### config.mk
export PLATFORM = sky130hd
export DESIGN_NAME = cla_seq_adder
export DESIGN_NICKNAME = d
export VERILOG_FILES = /design/src/rtl/cla_seq_pkg.sv /design/src/rtl/cla_seq_adder_chunk.sv /design/src/rtl/cla_seq_adder.sv
export SDC_FILE = /design/constraint.sdc
export NUM_CORES = 1
export LEC_CHECK = 0
export ABC_AREA = 1
export CAP_MARGIN = 20
export CELL_PAD_IN_SITES_DETAIL_PLACEMENT = 0
export CELL_PAD_IN_SITES_GLOBAL_PLACEMENT = 2
export CORE_ASPECT_RATIO = 0.9
export CORE_MARGIN = 2
export CORE_UTILIZATION = 33
export DETAILED_ROUTE_END_ITERATION = 16
export PLACE_DENSITY = 0.91
export SYNTH_ARGS = -nofsm -noshare
export SYNTH_HDL_FRONTEND = slang
export SYNTH_HIERARCHICAL = 1
export SYNTH_SLANG_ARGS = --single-unit
### constraint.sdc
create_clock -name clk -period 5.6 [get_ports clk]
set_input_delay 1.12 -clock clk [delete_from_list [all_inputs] [get_ports clk]]
set_output_delay 1.12 -clock clk [all_outputs]
set_load 0.005 [all_outputs]
### src/rtl/cla_seq_pkg.sv
// cla_seq_pkg: shared types and sizing helpers for the sequential lookahead adder.
//   state_t       - controller states (IDLE, BUSY, DONE)
//   num_chunks()  - number of CHUNK-bit slices in a WIDTH-bit operand
//   cnt_width()   - width of the slice counter for a given slice count
package cla_seq_pkg;

  typedef enum logic [1:0] {
    IDLE = 2'd0,
    BUSY = 2'd1,
    DONE = 2'd2
  } state_t;

  function automatic int unsigned num_chunks(input int unsigned width, input int unsigned chunk);
    return width / chunk;
  endfunction

  // A single slice still needs a one-bit counter so the register is never zero-width.
  function automatic int unsigned cnt_width(input int unsigned n);
    return (n > 1) ? $clog2(n) : 1;
  endfunction

endpackage

### src/rtl/cla_seq_adder_chunk.sv
// cla_chunk: purely combinational CHUNK-bit carry-lookahead slice.
// Ports:
//   a, b   - slice operands (CHUNK bits)
//   c_in   - carry into bit 0
//   s      - slice sum (CHUNK bits)
//   c_out  - carry out of the top bit
//   c_msb  - carry into the top bit (used for signed overflow)
module cla_chunk #(
  parameter int unsigned CHUNK = 4
) (
  input  logic [CHUNK-1:0] a,
  input  logic [CHUNK-1:0] b,
  input  logic             c_in,
  output logic [CHUNK-1:0] s,
  output logic             c_out,
  output logic             c_msb
);

  logic [CHUNK-1:0] p;
  logic [CHUNK-1:0] g;
  logic [CHUNK:0]   carry;

  assign p = a ^ b;
  assign g = a & b;

  // Every carry is a flat sum of products over g/p and c_in, no ripple chain:
  // c[i+1] = g[i] | p[i]g[i-1] | ... | p[i]..p[0]c_in
  always_comb begin
    logic prod;
    carry    = '0;
    prod     = 1'b0;
    carry[0] = c_in;
    for (int i = 0; i < int'(CHUNK); i++) begin
      carry[i+1] = g[i];
      prod       = p[i];
      for (int j = i - 1; j >= 0; j--) begin
        carry[i+1] = carry[i+1] | (prod & g[j]);
        prod       = prod & p[j];
      end
      carry[i+1] = carry[i+1] | (prod & c_in);
    end
  end

  assign s     = p ^ carry[CHUNK-1:0];
  assign c_out = carry[CHUNK];
  assign c_msb = carry[CHUNK-1];

endmodule

### src/rtl/cla_seq_adder.sv
// cla_seq_adder: multi-cycle add/subtract unit resolving one CHUNK-bit lookahead slice
// per clock, LSB slice first, with the inter-slice carry held in a register.
// Optional feature macro: CLA_SEQ_ADDER_SAT_EN (signed saturation on overflow).
// Ports:
//   clk, rst            - clock, asynchronous active-high reset
//   in_valid / in_ready - operand handshake; a, b, cin, sub sampled on accept
//   a, b                - WIDTH-bit operands
//   cin                 - carry-in for add (ignored when sub = 1)
//   sub                 - 1: a - b, 0: a + b + cin
//   out_valid/out_ready - result handshake; sum/flags held while out_valid
//   sum                 - result (shows partial slices while busy)
//   cout                - carry out of MSB (no-borrow in subtract mode)
//   ovf                 - signed overflow
//   zero                - sum == 0
module cla_seq_adder
  import cla_seq_pkg::*;
#(
  parameter int unsigned WIDTH = 32,
  parameter int unsigned CHUNK = 4
) (
  input  logic             clk,
  input  logic             rst,
  input  logic             in_valid,
  output logic             in_ready,
  input  logic [WIDTH-1:0] a,
  input  logic [WIDTH-1:0] b,
  input  logic             cin,
  input  logic             sub,
  output logic             out_valid,
  input  logic             out_ready,
  output logic [WIDTH-1:0] sum,
  output logic             cout,
  output logic             ovf,
  output logic             zero
);

  localparam int unsigned N  = num_chunks(WIDTH, CHUNK);
  localparam int unsigned IW = cnt_width(N);
  localparam logic [IW-1:0] LastIdx = IW'(N - 1);

  state_t           state_q;
  logic [IW-1:0]    idx_q;
  logic             carry_q;
  logic [WIDTH-1:0] a_q;
  logic [WIDTH-1:0] b_q;
  logic [WIDTH-1:0] sum_q;
  logic             cout_q;
  logic             ovf_q;
  logic             zero_q;

  int unsigned      base;
  logic [CHUNK-1:0] sl_a;
  logic [CHUNK-1:0] sl_b;
  logic [CHUNK-1:0] sl_s;
  logic             sl_cout;
  logic             sl_cmsb;
  logic [WIDTH-1:0] mask;
  logic [WIDTH-1:0] sum_ins;
  logic [WIDTH-1:0] sum_fin;
  logic             ovf_w;

  // Operand slice select for the current index.
  always_comb begin
    base = 32'(idx_q) * CHUNK;
    sl_a = CHUNK'(a_q >> base);
    sl_b = CHUNK'(b_q >> base);
  end

  cla_chunk #(
    .CHUNK(CHUNK)
  ) u_chunk (
    .a    (sl_a),
    .b    (sl_b),
    .c_in (carry_q),
    .s    (sl_s),
    .c_out(sl_cout),
    .c_msb(sl_cmsb)
  );

  // Merge the slice result into the running sum; on the final slice this is the result.
  always_comb begin
    mask    = WIDTH'({CHUNK{1'b1}}) << base;
    sum_ins = (sum_q & ~mask) | (WIDTH'(sl_s) << base);
    ovf_w   = sl_cout ^ sl_cmsb;
    sum_fin = sum_ins;
`ifdef CLA_SEQ_ADDER_SAT_EN
    // Overflow direction follows the sign of A: positive A can only overflow upward.
    if (ovf_w) begin
      sum_fin = a_q[WIDTH-1] ? {1'b1, {(WIDTH-1){1'b0}}} : {1'b0, {(WIDTH-1){1'b1}}};
    end
`endif
  end

  always_ff @(posedge clk or posedge rst) begin
    if (rst) begin
      state_q <= IDLE;
      idx_q   <= '0;
      carry_q <= 1'b0;
      a_q     <= '0;
      b_q     <= '0;
      sum_q   <= '0;
      cout_q  <= 1'b0;
      ovf_q   <= 1'b0;
      zero_q  <= 1'b0;
    end else begin
      unique case (state_q)
        IDLE: begin
          if (in_valid) begin
            a_q     <= a;
            // Subtract as A + ~B + 1.
            b_q     <= sub ? ~b : b;
            carry_q <= sub ? 1'b1 : cin;
            sum_q   <= '0;
            idx_q   <= '0;
            state_q <= BUSY;
          end
        end
        BUSY: begin
          carry_q <= sl_cout;
          if (idx_q == LastIdx) begin
            sum_q   <= sum_fin;
            cout_q  <= sl_cout;
            ovf_q   <= ovf_w;
            zero_q  <= (sum_fin == '0);
            state_q <= DONE;
          end else begin
            sum_q <= sum_ins;
            idx_q <= idx_q + 1'b1;
          end
        end
        DONE: begin
          if (out_ready) begin
            state_q <= IDLE;
          end
        end
        default: state_q <= IDLE;
      endcase
    end
  end

  assign in_ready  = (state_q == IDLE) && !rst;
  assign out_valid = (state_q == DONE);
  assign sum       = sum_q;
  assign cout      = cout_q;
  assign ovf       = ovf_q;
  assign zero      = zero_q;

endmodule

==> results of run 1 <==
==> kinds of logic (layout without fill, tap and decap cells) <==
| family | Yosys count | in the layout |
|---|---|---|
| xor+xnor | 34 | 34 |
| simple gates | 318 | 318 |
| flops | 105 | 105 |
| fa+ha+maj | 11 | 11 |
| buf+inv | 83 | 165 |
| compound gates | 149 | 149 |
==> registers in the layout, indices dropped and copies added, names as in the netlist <==
signal and count:
sum 32, carry_q 1, cout 1, zero 1, ovf 1, idx_q 3, state_q 2, a_q 32
b_q 32
==> layer usage <==
metal | vias up | global-route usage
met4 | 0 | 0.0647
met1 | 2371 | 0.248
met5 | - | 0
li1 | 2443 | -
met3 | 28 | 0.0355
met2 | 130 | 0.285
==> report_power, final <==
part           total, W  switching (W)  internal (W)
registers       0.00133       0.000241       0.00109
clock network  0.000688       0.000294      0.000394
logic           0.00253        0.00161      0.000918
total           0.00454        0.00214       0.00240
==> cell type report <==
type                            count  area [um^2]  share of cell area
Inverter                           39          151              0.0215
Sequential cell                   105         2630               0.374
Clock inverter                      6         91.3              0.0130
Tap cell                          211          264              0.0376
Timing Repair Buffer              110         1090               0.155
Clock buffer                       10          229              0.0326
Multi-Input combinational cell    512         2580               0.367
==> worst paths after layout <==
kind,to,slack (ps),depth (start not counted)
worst min-delay path,a_q[4],470,2
worst max-delay path,zero,1560,14
worst min register to register,a_q[4],470,2
min in group asynchronous,cout,1300,2
max in group asynchronous,a_q[6],3240,3
worst max register to register,zero,1560,14
==> cells in the mapped netlist, types with 2 or more instances <==
cell type and n:
o21ai_0 92, a32o_1 2, clkbuf_1 4, inv_1 32
nand3_1 21, nand2_2 5, nand4_1 14, xnor2_1 34
a21oi_1 6, inv_2 6, nand2_1 187, ha_1 10
a31oi_1 8, o22ai_1 19, nor2_1 85, a21o_1 4
o21ai_1 7, buf_4 8, buf_6 9, buf_2 22
dfrtp_1 105, a22o_1 10
==> critical path, delay by kind of cell (launching register included) <==
| family | cells | cell delay (ps) |
|---|---|---|
| DFF | 1 | 1030 |
| xor gates and xnor gates | 1 | 700 |
| AOI/OAI and AO/OA | 3 | 650 |
| and+or+nand+nor | 7 | 630 |
| buffers and inverters | 2 | 450 |
| adders and majority gates | 1 | 450 |
==> per-stage QoR <==
step / power [W] / std cells / worst slack [ps] / cell area (um^2) / hold slack (ps)
2_1_floorplan: 0.00310 / 700 / 1720 / 5640 / 444
3_3_place_gp: 0.00381 / 977 / 1760 / 6710 / 462
3_5_place_dp: 0.00386 / 977 / 1630 / 6710 / 462
4_1_cts: 0.00456 / 993 / 1610 / 7030 / 481
5_1_grt: 0.00494 / 993 / 1220 / 7030 / 507
6_report: 0.00454 / 993 / 1560 / 7030 / 475
==> summary.txt, run 1 <==
Status: finished, final reports clean
Synth-to-Final Area Change: 24.5%
Fraction of layout cells with a size suffix above 1: 0.0473
Worst-path clk slew: 70 ps
DIE HEIGHT: 128 um
Syn Std Cell Area: 0.00564 mm^2
Worst setup SP type: flip-flop
Ant. Diodes: 0
Final WL: 15.5 mm
Cts repair resizes: 0
Worst skew pair latency: 360 ps
Total leakage power: 3.19 nW
CTS tree: done
MaxCap Viol Count: 0
Critical R2R Launch: idx_q[1]
DR WL/cell: 15.6 um
Met1 wire length: 7.37 mm
Main combinational cell family by area after synthesis: simple AND/OR/NAND/NOR gates
Root buf cell: clkbuf_16
Drt initial violations: 311
Number of synthesized flops with an enable pin: 0
Core footprint: 0.0168 mm^2
Distinct cells, synth: 32
Worst EP required: 5850 ps
First-pass GRT wire length: 25.6 mm
Arr. time, crit path: 4290 ps
Yosys warning count: 6
Mapped Avg Cell Area: 8.06 um^2
Largest area contributor in the netlist: dfrtp_1
Largest net degree at the start of global routing: 97
Worst hold-check path type: reg -> reg
Commonest non-fill, non-tap cell in the layout: nand2_1
Final count of negative-setup-slack endpoints: 0
Row count: 45
TNS Setup: 0 ps
Fin. max-slew vios: 0
Port buffer count: 106
Power density of the placed cells: 646 mW/mm^2
Final Hold Vio Count: 0
Maximum vdd drop: 279 uV
Tightest Pin Transition: 1040 ps
First-pass DRT Iterations: 4
Met3 routed WL: 662 um
Layout Skew: 6.30 ps
Post-Synth XOR/XNOR Area: 0.0528
Yosys top cell area share: 0.466
Post-CTS Hold Buffers: 0
Slowest stage delay, CP: 1030 ps
DRC: 0
IO Count: 107
Post CTS Setup Buffer Count: 0
# fillers: 1693
Nets: 858
CP Launch Point: idx_q[1]
Portion of netlist area occupied by mux cells: 0
WL met2: 7.11 mm
Initial antenna violation count: 0
Vias in the first global route: 4924
Via density per instance: 5.01
Clock sinks: 105
Clock H-tree levels: 3
Adder-cell area share of the yosys netlist: 0.0257
Unrepaired setup endpoints after global routing: no
Synth area leaders: dfrtp_1 47%, nand2_1 12%, o21ai_0 8.2%, nor2_1 5.7%, xnor2_1 5.3%
CP max FO: 32
Via Count: 4972
Simple-Gate Fraction of Synth Area: 0.229
Routed Antenna Nets: 0
Sequential element share of the synthesized area: 0.466
Final core utilization: 0.417
Slew Limit Headroom: 0.304
Most frequent cells in the layout: 187 x nand2_1, 105 x dfrtp_1, 105 x clkdlybuf4s50_1
Worst Setup End Kind: flip-flop
Number of buffers created by CTS: 9
Slowest cell on the critical path: dfrtp_1
Gpl congestion: 0.818
Synth Area in Compound Gates: 0.149
Syn Inst Count: 700
Die X: 142 um
Die area: 0.0182 mm^2
GRT overflow: 0
Gr usage total: 0.180
Bufs on Longest Clock Path: 2
Post-DP HPWL: 10.9 mm
Yosys reg bits: 105
Asr flop ratio synth: 1.00
Fmax: 247 MHz
Starting density of the core: 0.335
Synth Flop Type: dfrtp_1
Post-Syn Nets: 781
Fin crit period: 4040 ps
Crit path kind: reg -> reg
Min-Delay Startpoint: a_q[4]
Crit path cell chain: inv_4 -> nor2_1 -> o21ai_0 -> a31oi_1 -> inv_1 -> fa_1 -> xnor2_1 -> nand3_1 -> o21ai_0 -> nor2_1 -> nand3_1 -> nor2_1 -> nand3_1 -> nand2_1
Max Used Layer: met4
Final period util: 0.722
(Power assumes the default switching activity.)
==> inputs of run 2 (changes only) <==
CORE_UTILIZATION = 28   (was 33)
PLACE_DENSITY = 0.83   (was 0.91)
clock period = 3.25 ns   (was 5.6 ns; I/O delays follow)
==> run 2 against run 1 <==
Via count shrank 1.9%. Clock skew grew 1.5 ps. Die area grew 17%. Setup slack lost 1200 ps. Combinational power grew 77%. Non-clock buffer count grew 14. Sequential cell count is the same. Core utilization shrank 5.1 points. Routed wire length grew 2.6%. First-iteration DRC count grew 14%. Worst hold slack gained 7.4 ps.
==> summary.txt, run 2 (synthesis results as in run 1) <==
MaxCap Viol Count: 0
Final period util: 0.903
Worst hold path stage count: 2
Post-DP HPWL: 11.8 mm
Worst Setup End Kind: flip-flop
Power density of the placed cells: 1110 mW/mm^2
CP max FO: 12
Row count: 49
# fillers: 2109
Slew Limit Headroom: 0.400
Final count of negative-setup-slack endpoints: 0
Final core utilization: 0.366
Core footprint: 0.0199 mm^2
Initial antenna violation count: 0
Final WL: 15.9 mm
Fin. max-slew vios: 0
DIE HEIGHT: 139 um
Status: finished, final reports clean
CTS tree: done
Fin crit period: 2940 ps
Buffers & Inverters on Critical Path: 4
Port buffer count: 106
Stages on the worst setup path: 17
Synth-to-Final Area Change: 28.8%
Overall power: 0.00804 W
Fmax: 341 MHz
Top Family by Delay on Critical Path: compound AO/OA/AOI/OAI gates
Worst setup SP type: flip-flop
Crit path cell chain: inv_4 -> buf_4 -> nor2_1 -> o22ai_1 -> nor2_1 -> a31oi_2 -> inv_1 -> fa_1 -> xnor2_1 -> buf_4 -> nand3_1 -> o21ai_0 -> nor2_1 -> nand3_1 -> nor2_1 -> nand3_1 -> nand2_1
Number of buffers created by CTS: 9
Gr usage total: 0.154
Unrepaired setup endpoints after global routing: no
Worst hold-check path type: reg -> reg
Total leakage power: 3.28 nW
Layout Skew: 7.84 ps
Vias in the first global route: 4929
Post CTS Setup Buffer Count: 0
Most common cell on crit path: nor2_1
Dpl ws: 136 ps
Dpl cell area: 0.00689 mm^2
Tightest Pin Transition: 901 ps
Via Count: 4880
Clock share of power: 0.160
Fraction of layout cells with a size suffix above 1: 0.0729
Slowest stage delay, CP: 450 ps
Final instance area: 0.00727 mm^2
Int Power: 0.00439 W
GRT overflow: 0
Sw frac: 0.454
Gpl congestion: 0.836
Slowest cell on the critical path: dfrtp_2
Die area: 0.0213 mm^2
Worst EP required: 3500 ps
TNS Setup: 0 ps
First-pass DRT Iterations: 5
Root buf cell: clkbuf_16
Bufs on Longest Clock Path: 2
First-pass GRT wire length: 26.4 mm
R2R depth: 17
Worst setup margin: 314 ps
Post-CTS Hold Buffers: 0
Comb power frac: 0.557
Die X: 154 um
Seq pwr share: 0.283
Maximum vdd drop: 467 uV
Clock sinks: 105
Via density per instance: 4.64
Worst skew pair latency: 360 ps
Worst-path clk slew: 70 ps
Drt initial violations: 353
Commonest non-fill, non-tap cell in the layout: nand2_1
DRC: 0
Starting density of the core: 0.284
Most frequent cells in the layout: 186 x nand2_1, 105 x clkdlybuf4s50_1, 103 x dfrtp_1
Ant. Diodes: 0
Final Hold Vio Count: 0
Arr. time, crit path: 3190 ps
Routed Antenna Nets: 0
DR WL/cell: 15.1 um
Nets: 872
IO Count: 107
Largest net degree at the start of global routing: 53
Clock H-tree levels: 3
Switch Pwr: 0.00365 W
Crit path kind: reg -> reg
run 2: cell count changes in the layout (fill, tap and decap cells not counted), sizes merged:
cell / change
clkinv: -1
buf: +14
bufinv: +1
clkbuf: -1
clkinvlp: +1
run 2: power by group through the flow:
stage / sequential (W) / combinational [W] / clock (W)
floorplan: 0.00216 / 0.00318 / 0
global placement: 0.00230 / 0.00442 / 0
detailed placement: 0.00229 / 0.00443 / 0
CTS: 0.00228 / 0.00445 / 0.00132
global route: 0.00235 / 0.00515 / 0.00136
finish: 0.00227 / 0.00448 / 0.00129
run 2: timing repair:
item	in CTS	in global routing
resized for setup	0	10
endpoints found under the hold margin	0	0
endpoints found under the setup margin	0	2
run 2: final cells by class:
type	instances	area, um^2	share of cell area
Clock buffer	9	225	0.0310
Clock inverter	7	125	0.0172
Inverter	39	155	0.0213
Multi-Input combinational cell	512	2590	0.357
Sequential cell	105	2630	0.362
Tap cell	255	319	0.0439
Timing Repair Buffer	124	1220	0.168
run 2: metrics by stage:
step,hold slack [ps],std cells
2_1_floorplan,444,700
3_3_place_gp,464,1035
3_5_place_dp,464,1035
4_1_cts,485,1051
5_1_grt,494,1051
6_report,482,1051
run 2: path summary, 6_finish.rpt:
check                      startpoint      end  slack, ps
setup / recovery             idx_q[0]     zero        310
max in group asynchronous         rst  sum[28]       1860
min in group asynchronous         rst  sum[17]        710
hold / removal                a_q[24]  a_q[24]        480
hold reg to reg               a_q[24]  a_q[24]        480
setup reg to reg             idx_q[0]     zero        310
run 2: per-layer routing:
layer | up-vias | track usage | wire (um)
met5 | - | 0 | 0
met4 | 0 | 0.0391 | 225
met3 | 18 | 0.0322 | 674
met2 | 128 | 0.236 | 7070
met1 | 2259 | 0.222 | 7930
li1 | 2475 | - | -
run 2: worst register-to-register path: stages (launching register included):
cell	delay [ps]
dfrtp_2	450
inv_4	130
buf_4	170
nor2_1	40
o22ai_1	210
nor2_1	80
a31oi_2	190
inv_1	90
fa_1	430
xnor2_1	140
buf_4	180
nand3_1	110
o21ai_0	290
nor2_1	70
nand3_1	80
nor2_1	50
nand3_1	70
nand2_1	50
==> inputs of run 3 (changes only) <==
ABC_AREA = default   (was 1)
CORE_UTILIZATION = 30   (was 28)
PLACE_DENSITY = 0.81   (was 0.83)
==> run 3 against run 2 <==
Die area is 12% lower. Via count down 16%. Total power grew 12%.
==> summary.txt, run 3 <==
Status: finished, final reports clean
Row count: 46
Port buffer count: 106
Synth Flop Type: dfrtp_1
# fillers: 1703
Via Count: 4084
Slew Limit Headroom: 0.372
Final period util: 0.952
Fin. max-slew vios: 0
Arr. time, crit path: 3390 ps
Count leader, synth: dfrtp_1
Top Family by Delay on Critical Path: simple AND/OR/NAND/NOR gates
Commonest non-fill, non-tap cell in the layout: clkdlybuf4s50_1
Crit path kind: reg -> reg
Fmax: 323 MHz
Syn Inst Count: 474
Layout Skew: 10.0 ps
Worst-path clk slew: 70 ps
Synth area leaders: dfrtp_1 49%, mux2_2 7.2%, xnor2_1 5.6%, nand2_1 4.1%, mux4_2 3.8%
Mapped Avg Cell Area: 11.2 um^2
Buffers & Inverters on Critical Path: 4
Gr usage total: 0.157
Initial antenna violation count: 0
Met2 GRT Util: 0.248
Power density of the placed cells: 1250 mW/mm^2
Gpl congestion: 0.870
Final WL: 14.2 mm
DIE HEIGHT: 130 um
Worst EP required: 3540 ps
Most frequent cells in the layout: 105 x clkdlybuf4s50_1, 104 x dfrtp_1, 56 x nand2_1
Yosys top cell area share: 0.494
DR WL/cell: 17.0 um
Synth cell count leaders: 105 x dfrtp_1, 58 x nand2_1, 40 x nor2_1
CTS tree: done
Fraction of layout cells with a size suffix above 1: 0.199
Die X: 144 um
Core footprint: 0.0175 mm^2
Most common cell on crit path: buf_4
Final Hold Vio Count: 0
Asr flop ratio synth: 1.00
Nets: 674
Worst Setup End Kind: flip-flop
Clock sinks: 105
Vias in the first global route: 4157
Met3 Track Usage GR: 0.0308
Bufs on Longest Clock Path: 2
Placed insts: 815
First-pass DRT Iterations: 5
Syn Std Cell Area: 0.00532 mm^2
Starting density of the core: 0.304
Drt initial violations: 376
Number of synthesized flops with an enable pin: 0
Largest net degree at the start of global routing: 98
Yosys warning count: 6
CP max FO: 4
Sequential element share of the synthesized area: 0.494
Root buf cell: clkbuf_16
Slowest stage delay, CP: 510 ps
MaxCap Viol Count: 0
Via density per instance: 4.87
Slowest cell on the critical path: mux4_2
Hold_ws: 505 ps
Post-Syn Nets: 555
Routed Antenna Nets: 0
Number of buffers created by CTS: 9
First-pass GRT wire length: 22.5 mm
Die area: 0.0188 mm^2
Yosys reg bits: 105
Worst hold-check path type: reg -> reg
Worst skew pair latency: 360 ps
Final count of negative-setup-slack endpoints: 0
Worst setup SP type: flip-flop
IO Count: 107
Met1 Use GR: 0.218
Fin crit period: 3090 ps
Tightest Pin Transition: 942 ps
Clock H-tree levels: 3
GRT overflow: 0
DRC: 0
Ant. Diodes: 0
Layout Cells excl Fill: 838
Post-DP HPWL: 10.3 mm
Most crowded layer after global routing: met2
Crit path cell chain: buf_6 -> buf_4 -> mux4_2 -> nand2_1 -> nand2_1 -> ha_4 -> buf_4 -> nor2_2 -> nor2_2 -> xor2_2 -> and2b_2 -> buf_4 -> a21oi_1 -> nand4_1 -> nor4_2 -> a22o_1
Synth-to-Final Area Change: 35.9%
Total leakage power: 2.91 nW
Distinct cells, synth: 41
Largest area contributor in the netlist: dfrtp_1
Maximum vdd drop: 752 uV
==> run 3: report_power, final <==
group,switching [W],leakage (nW),internal [W]
Combinational,0.00279,1.49,0.00278
Clock,0.000502,0.153,0.000682
Sequential,0.000383,1.27,0.00188
Total,0.00368,2.91,0.00535
==> run 3: metrics by stage <==
step | power, W | setup slack, ps | util | setup TNS, ps | instance area, um^2
6_report | 0.00902 | 157 | 0.413 | 0 | 7220
5_1_grt | 0.00969 | -9.38 | 0.413 | -9.38 | 7220
4_1_cts | 0.00852 | 3.99 | 0.406 | 0 | 7110
3_5_place_dp | 0.00717 | -195 | 0.385 | -195 | 6730
3_3_place_gp | 0.00707 | -70.6 | 0.385 | -70.6 | 6730
2_1_floorplan | 0.00514 | 96.9 | - | 0 | 5320
==> run 3: per-layer routing <==
| layer | vias to the layer above | share of wire |
|---|---|---|
| li1 | 1925 | - |
| met1 | 2003 | 0.47 |
| met2 | 132 | 0.46 |
| met3 | 24 | 0.051 |
| met4 | 0 | 0.018 |
| met5 | - | 0 |
==> run 3: final cells by class <==
type	instances	area, um^2	share of cell area
Tap cell	240	300	0.0416
Clock buffer	9	225	0.0312
Inverter	11	45.0	0.00624
Multi-Input combinational cell	328	2570	0.356
Timing Repair Buffer	138	1350	0.187
Sequential cell	105	2630	0.364
Clock inverter	7	101	0.0140
==> run 3: logic make-up after synthesis <==
family / synth area share
simple gates: 0.105
compound gates: 0.130
flops: 0.494
mux: 0.145
buf+inv: 0.0395
xor+xnor: 0.0593
fa+ha+maj: 0.0273
==> run 3: worst paths after layout <==
path | from | to | slack, ps | cells after the start
worst max register to register | idx_q[0] | zero | 160 | 16
worst max-delay path | idx_q[0] | zero | 160 | 16
max in group asynchronous | rst | b_q[24] | 1760 | 3
worst min-delay path | sum[28] | sum[28] | 510 | 1
worst min register to register | sum[28] | sum[28] | 510 | 1
min in group asynchronous | rst | sum[14] | 820 | 2
==> run 3: worst register-to-register path, cell delays in order, from the launching register on <==
cell and delay, ps:
dfrtp_2 400, buf_6 140, buf_4 120, mux4_2 510, nand2_1 90, nand2_1 100
ha_4 230, buf_4 140, nor2_2 110, nor2_2 60, xor2_2 200, and2b_2 240
buf_4 140, a21oi_1 140, nand4_1 120, nor4_2 140, a22o_1 150
==> run 3: timing repair <==
| action | 4_1_cts | 5_1_grt |
|---|---|---|
| buffers inserted | 4 | 3 |
| gates resized for setup | 4 | 25 |
| gates cloned | 0 | 0 |
| hold buffers | 0 | 0 |
| setup endpoints to repair | 1 | 1 |
| pin swaps | 0 | 15 |
